**src/rtl/seq_shift_add_multiplier.sv**
```systemverilog
// Sequential unsigned shift-and-add multiplier: 2*SIZE-bit product over SIZE iterations.
// Optional early termination once the remaining multiplier bits are zero: SEQ_MUL_EARLY_TERM_EN.
module seq_shift_add_multiplier #(
  parameter int unsigned SIZE = 4
) (
  input  logic                clk,
  input  logic                rst_n,
  input  logic                start,
  input  logic [SIZE-1:0]     x,
  input  logic [SIZE-1:0]     y,
  output logic                busy,
  output logic                done,
  output logic [2*SIZE-1:0]   p
);

  localparam int unsigned CW = $clog2(SIZE) + 1;

  typedef enum logic [1:0] {
    IDLE = 2'd0,
    RUN  = 2'd1,
    DONE = 2'd2
  } state_t;

  state_t              state, state_nx;
  logic [2*SIZE-1:0]   mcand;
  logic [2*SIZE-1:0]   acc;
  logic [2*SIZE-1:0]   acc_sum;
  logic [SIZE-1:0]     mplier;
  logic [SIZE-1:0]     mplier_sh;
  logic [CW-1:0]       cnt;
  logic                last;

  // One iteration's datapath result; p is loaded from acc_sum so the final add is included.
  always_comb begin
    acc_sum   = mplier[0] ? (acc + mcand) : acc;
    mplier_sh = mplier >> 1;
`ifdef SEQ_MUL_EARLY_TERM_EN
    last      = (cnt == CW'(SIZE - 1)) || (mplier_sh == '0);
`else
    last      = (cnt == CW'(SIZE - 1));
`endif
  end

  always_ff @(posedge clk or negedge rst_n) begin
    if (!rst_n) begin
      state <= IDLE;
    end else begin
      state <= state_nx;
    end
  end

  always_comb begin
    state_nx = state;
    case (state)
      IDLE:    if (start) state_nx = RUN;
      RUN:     if (last)  state_nx = DONE;
      DONE:    state_nx = IDLE;
      default: state_nx = IDLE;
    endcase
  end

  always_ff @(posedge clk or negedge rst_n) begin
    if (!rst_n) begin
      mcand  <= '0;
      mplier <= '0;
      acc    <= '0;
      cnt    <= '0;
      p      <= '0;
    end else begin
      case (state)
        IDLE: begin
          if (start) begin
            mcand  <= {{SIZE{1'b0}}, x};
            mplier <= y;
            acc    <= '0;
            cnt    <= '0;
          end
        end
        RUN: begin
          acc    <= acc_sum;
          mcand  <= mcand << 1;
          mplier <= mplier_sh;
          cnt    <= cnt + CW'(1);
          if (last) p <= acc_sum;
        end
        default: ;
      endcase
    end
  end

  assign busy = (state != IDLE);
  assign done = (state == DONE);

endmodule

```
**config.mk**
```make
export PLATFORM = sky130hd
export DESIGN_NAME = seq_shift_add_multiplier
export DESIGN_NICKNAME = d
export VERILOG_FILES = /design/src/rtl/seq_shift_add_multiplier.sv
export SDC_FILE = /design/constraint.sdc
export NUM_CORES = 1
export LEC_CHECK = 0
export ABC_AREA = 0
export BUFFER_PORTS_ARGS = -buffer_cell sky130_fd_sc_hd__buf_2
export CAP_MARGIN = 40
export CORE_ASPECT_RATIO = 0.9
export CORE_MARGIN = 2
export CORE_UTILIZATION = 40
export CTS_BUF_LIST = sky130_fd_sc_hd__clkbuf_4 sky130_fd_sc_hd__clkbuf_8
export DETAILED_ROUTE_END_ITERATION = 8
export MAX_ROUTING_LAYER = met4
export PLACE_DENSITY = 0.56
export RECOVER_POWER = 100
export SETUP_SLACK_MARGIN = 0.1
export SYNTH_ARGS = -nofsm -noshare
export SYNTH_HDL_FRONTEND = slang
export SYNTH_SLANG_ARGS = --single-unit
```
**constraint.sdc**
```tcl
create_clock -name clk -period 2.1 [get_ports clk]
set_clock_uncertainty 0.05 [all_clocks]
set_input_delay 0.315 -clock clk [delete_from_list [all_inputs] [get_ports clk]]
set_output_delay 0.315 -clock clk [all_outputs]
set_load 0.02 [all_outputs]
```
==> flow_summary.toml <==
[worst_setup_path]
worstPathMaxFanout = 5
slowest_stage = "or4b_1"
required_ps = 2260
crit_chain = "ha_4, a21oi_2, a21oi_1, o21a_1, or4b_1, nand3_1"
cp-end-kind = "flip-flop"
start_kind = "flip-flop"
reg2reg_slack_ps = 120
critPathArrivalTime_ps = 2140
criticalPathCategory = "flip-flop to flip-flop"
max_stage_delay_ps = 470

[die]
core_um2 = 4101
rows = 22
die_width_um = 73.13
io_pins = 21
dieHeight_um = 66.22
initial_utilization_pct = 41.95
dieArea_um2 = 4842

[synth]
synth.net_count = 193
yosys_register_bits = 33
synth_xor_area_share_pct = 2.545
synthesis.area_um2 = 1720
synth_edf_count = 0
synth_fa_ha_area_share_pct = 7.709
async_flop_share_pct = 100.0
synth_top_cell_by_area = "dfrtp_1"
synth.area.mux_share_pct = 2.327
ys_seq_area_share_pct = 48.00
synth_ff_type = "dfrtp_1"
yosysWarnings = 0
postSynthAreaPerCell_um2 = 10.00
synth_cell_type_count = 38
synth_compound_area_share_pct = 23.64
synth-simple-area-share_pct = 12.87
synth_top_family_by_area = "compound AO/OA/AOI/OAI gates"
synthTopCellsByArea = "dfrtp_1 (48%), ha_1 (6.5%), o21ai_0 (5.2%), nand2_1 (4.4%), a22o_1 (4.1%)"
syn_inst = 172
yosysTopAreaCellShare_pct = 48.00

[clock_network]
hold_buffers = 0
clock_sinks = 33
clkSlewWorstSetupHoldPaths_ps = 70
cts_buffer_depth = 2
clock_latency_ps = 280
cts_tree = "yes"
ctsHtreeMaxLevel = 2
cts_root_buf = "clkbuf_8"
numCtsBuffers = 5

[timing]
final_hold_viol_count = 0
fin_ws_ps = 122.5
period_needed_ps = 1977
fmax_ghz = 0.5057
report.final.slew_viol_count = 0
tightest_slew_ps = 750.8
setup_viol = 0
finalCritPeriodShare_pct = 94.16
max_slew_margin_pct = 49.95
rsz0062_at_grt = "yes"
finalSetupTns_ps = 0

[detailed_routing]
routed_wl_um = 4011
post_drt_wl_per_cell_um = 16.04
ant_nets = 0
via_per_inst = 5.536
num_vias = 1384
dr.first_iter.drc_count = 78
drc_errors = 0
drtPass1Iterations = 4

[outcome]
outcome = "finished clean"

[grt]
grt_pass1_wl_um = 6734
grt_pass1_vias = 1362
overflow = 0
antenna_found_initial = 0
grt_max_degree = 34
grt_usage_pct = 18.95

[place]
port_buffers = 20
place_ws_ps = 28.78
placed_cells = 239
dp_hpwl_um = 2778
place.gp.congestion = 0.9008

[layout]
final_layout_size_suffix_gt1_share_pct = 20.79
post-route-util_pct = 50.79
area_delta_synth_final_pct = 21.09
n_antenna_cell = 0
fillers = 392
final_cells = 250
nNetsFinal = 222
multi_input_area_um2 = 938.4
seq_area_um2 = 827.0

[power_and_ir_drop]
ir_worst_vdd_v = 0.0006018
total_leakage_power_nw = 0.9356
pwr_density_cell_nw_per_um2 = 1444

[min_path]
timing.hold.worst.class = "input port to asynchronous set/reset pin"

[job]
cap_violations = 0
[final cells by class]
cell class | count | share of cell area (%)
Inverter | 6 | 1.081
Sequential cell | 33 | 39.70
Clock buffer | 8 | 4.384
Multi-Input combinational cell | 126 | 45.05
Tap cell | 48 | 2.883
Timing Repair Buffer | 29 | 6.907
[synth_stat cells, types with 2 or more instances]
library cell and n:
a21oi_1 12, a21oi_2 2, a22o_1 8, a22oi_1 6
a31oi_1 2, and3_1 3, clkbuf_1 6, dfrtp_1 33
ha_1 9, inv_1 6, mux2i_1 4, nand2_1 20
nor2_1 6, nor2b_1 7, nor3_1 2, o21a_1 2
o21ai_0 18, o21bai_1 2, o31ai_1 2, xor2_1 4
[cell usage in the layout, fill, tap and decap left out, types with 2 or more instances in the layout]
master    synthesis  routed
dfrtp_1          33      32
nand2_1          20      20
o21ai_0          18      18
clkbuf_1          6      13
buf_2             1      10
a21oi_1          12       9
a22o_1            8       8
nor2b_1           7       7
inv_1             6       6
a22oi_1           6       6
nor2_1            6       6
ha_4              0       6
buf_4             0       6
a21oi_2           2       5
clkbuf_8          0       5
mux2i_1           4       4
xor2_1            4       4
and3_1            3       3
ha_1              9       3
clkbuf_4          0       3
o21bai_1          2       2
o21a_1            2       2
o31ai_1           2       2
a31oi_1           2       2
[stage by stage]
step | total power, mW | cell area [um2] | hold WS (ps)
6_report | 3.008 | 2083 | 48.64
3_3_place_gp | 2.311 | 1898 | 369.1
2_1_floorplan | 1.943 | 1720 | -30.59
5_1_grt | 3.260 | 2083 | 111.0
4_1_cts | 2.908 | 2014 | 74.69
3_5_place_dp | 2.362 | 1898 | 379.4
[final timing paths]
check,endpoint,depth (start not counted),from
setup / recovery,acc[7],6,acc[2]
setup reg to reg,acc[7],6,acc[2]
max in group asynchronous,mcand[2],1,rst_n
hold / removal,p[5],1,rst_n
min in group clk,mcand[0],2,x[0]
hold reg to reg,p[2],2,p[2]
[power by group]
part           internal, mW  switching (mW)
clock                 0.274           0.226
sequential            0.872           0.252
combinational         0.604           0.779
total                  1.75            1.26
[layer usage]
metal / vias to the layer above / wire [um] / GRT usage, %
met2: 37 / 1768 / 28.72
met4: 0 / 73 / 6.019
li1: 681 / - / -
met1: 657 / 1982 / 25.12
met5: - / 0 / -
met3: 9 / 186 / 4.421
[worst max-delay path, delay by kind of cell (launching register included)]
kind	cells	cell delay, ps
AOI/OAI and AO/OA	3	580
adders and majority gates	1	290
DFF	1	430
and+or+nand+nor	2	560
[flip-flops by register name (all words and copies together) (netlist names)]
name / count
state: 2
mplier: 4
acc: 8
cnt: 3
p: 8
mcand: 8
[logic make-up after synthesis]
logic type               Yosys count
flip-flops                        33
multiplexers                       4
AO/OA/AOI/OAI                     62
XOR/XNOR                           5
AND/OR/NAND/NOR                   45
adder cells (fa/ha/maj)           10
buffers and inverters             13
[what timing repair did]
| item | in CTS | in global routing |
|---|---|---|
| pin swaps | 0 | 5 |
| buffers inserted | 0 | 3 |
| endpoints found under the setup margin | 5 | 6 |
| endpoints found under the hold margin | 0 | 0 |
| gates resized for setup | 6 | 14 |
Note: power is estimated with default switching activity, not from simulation.
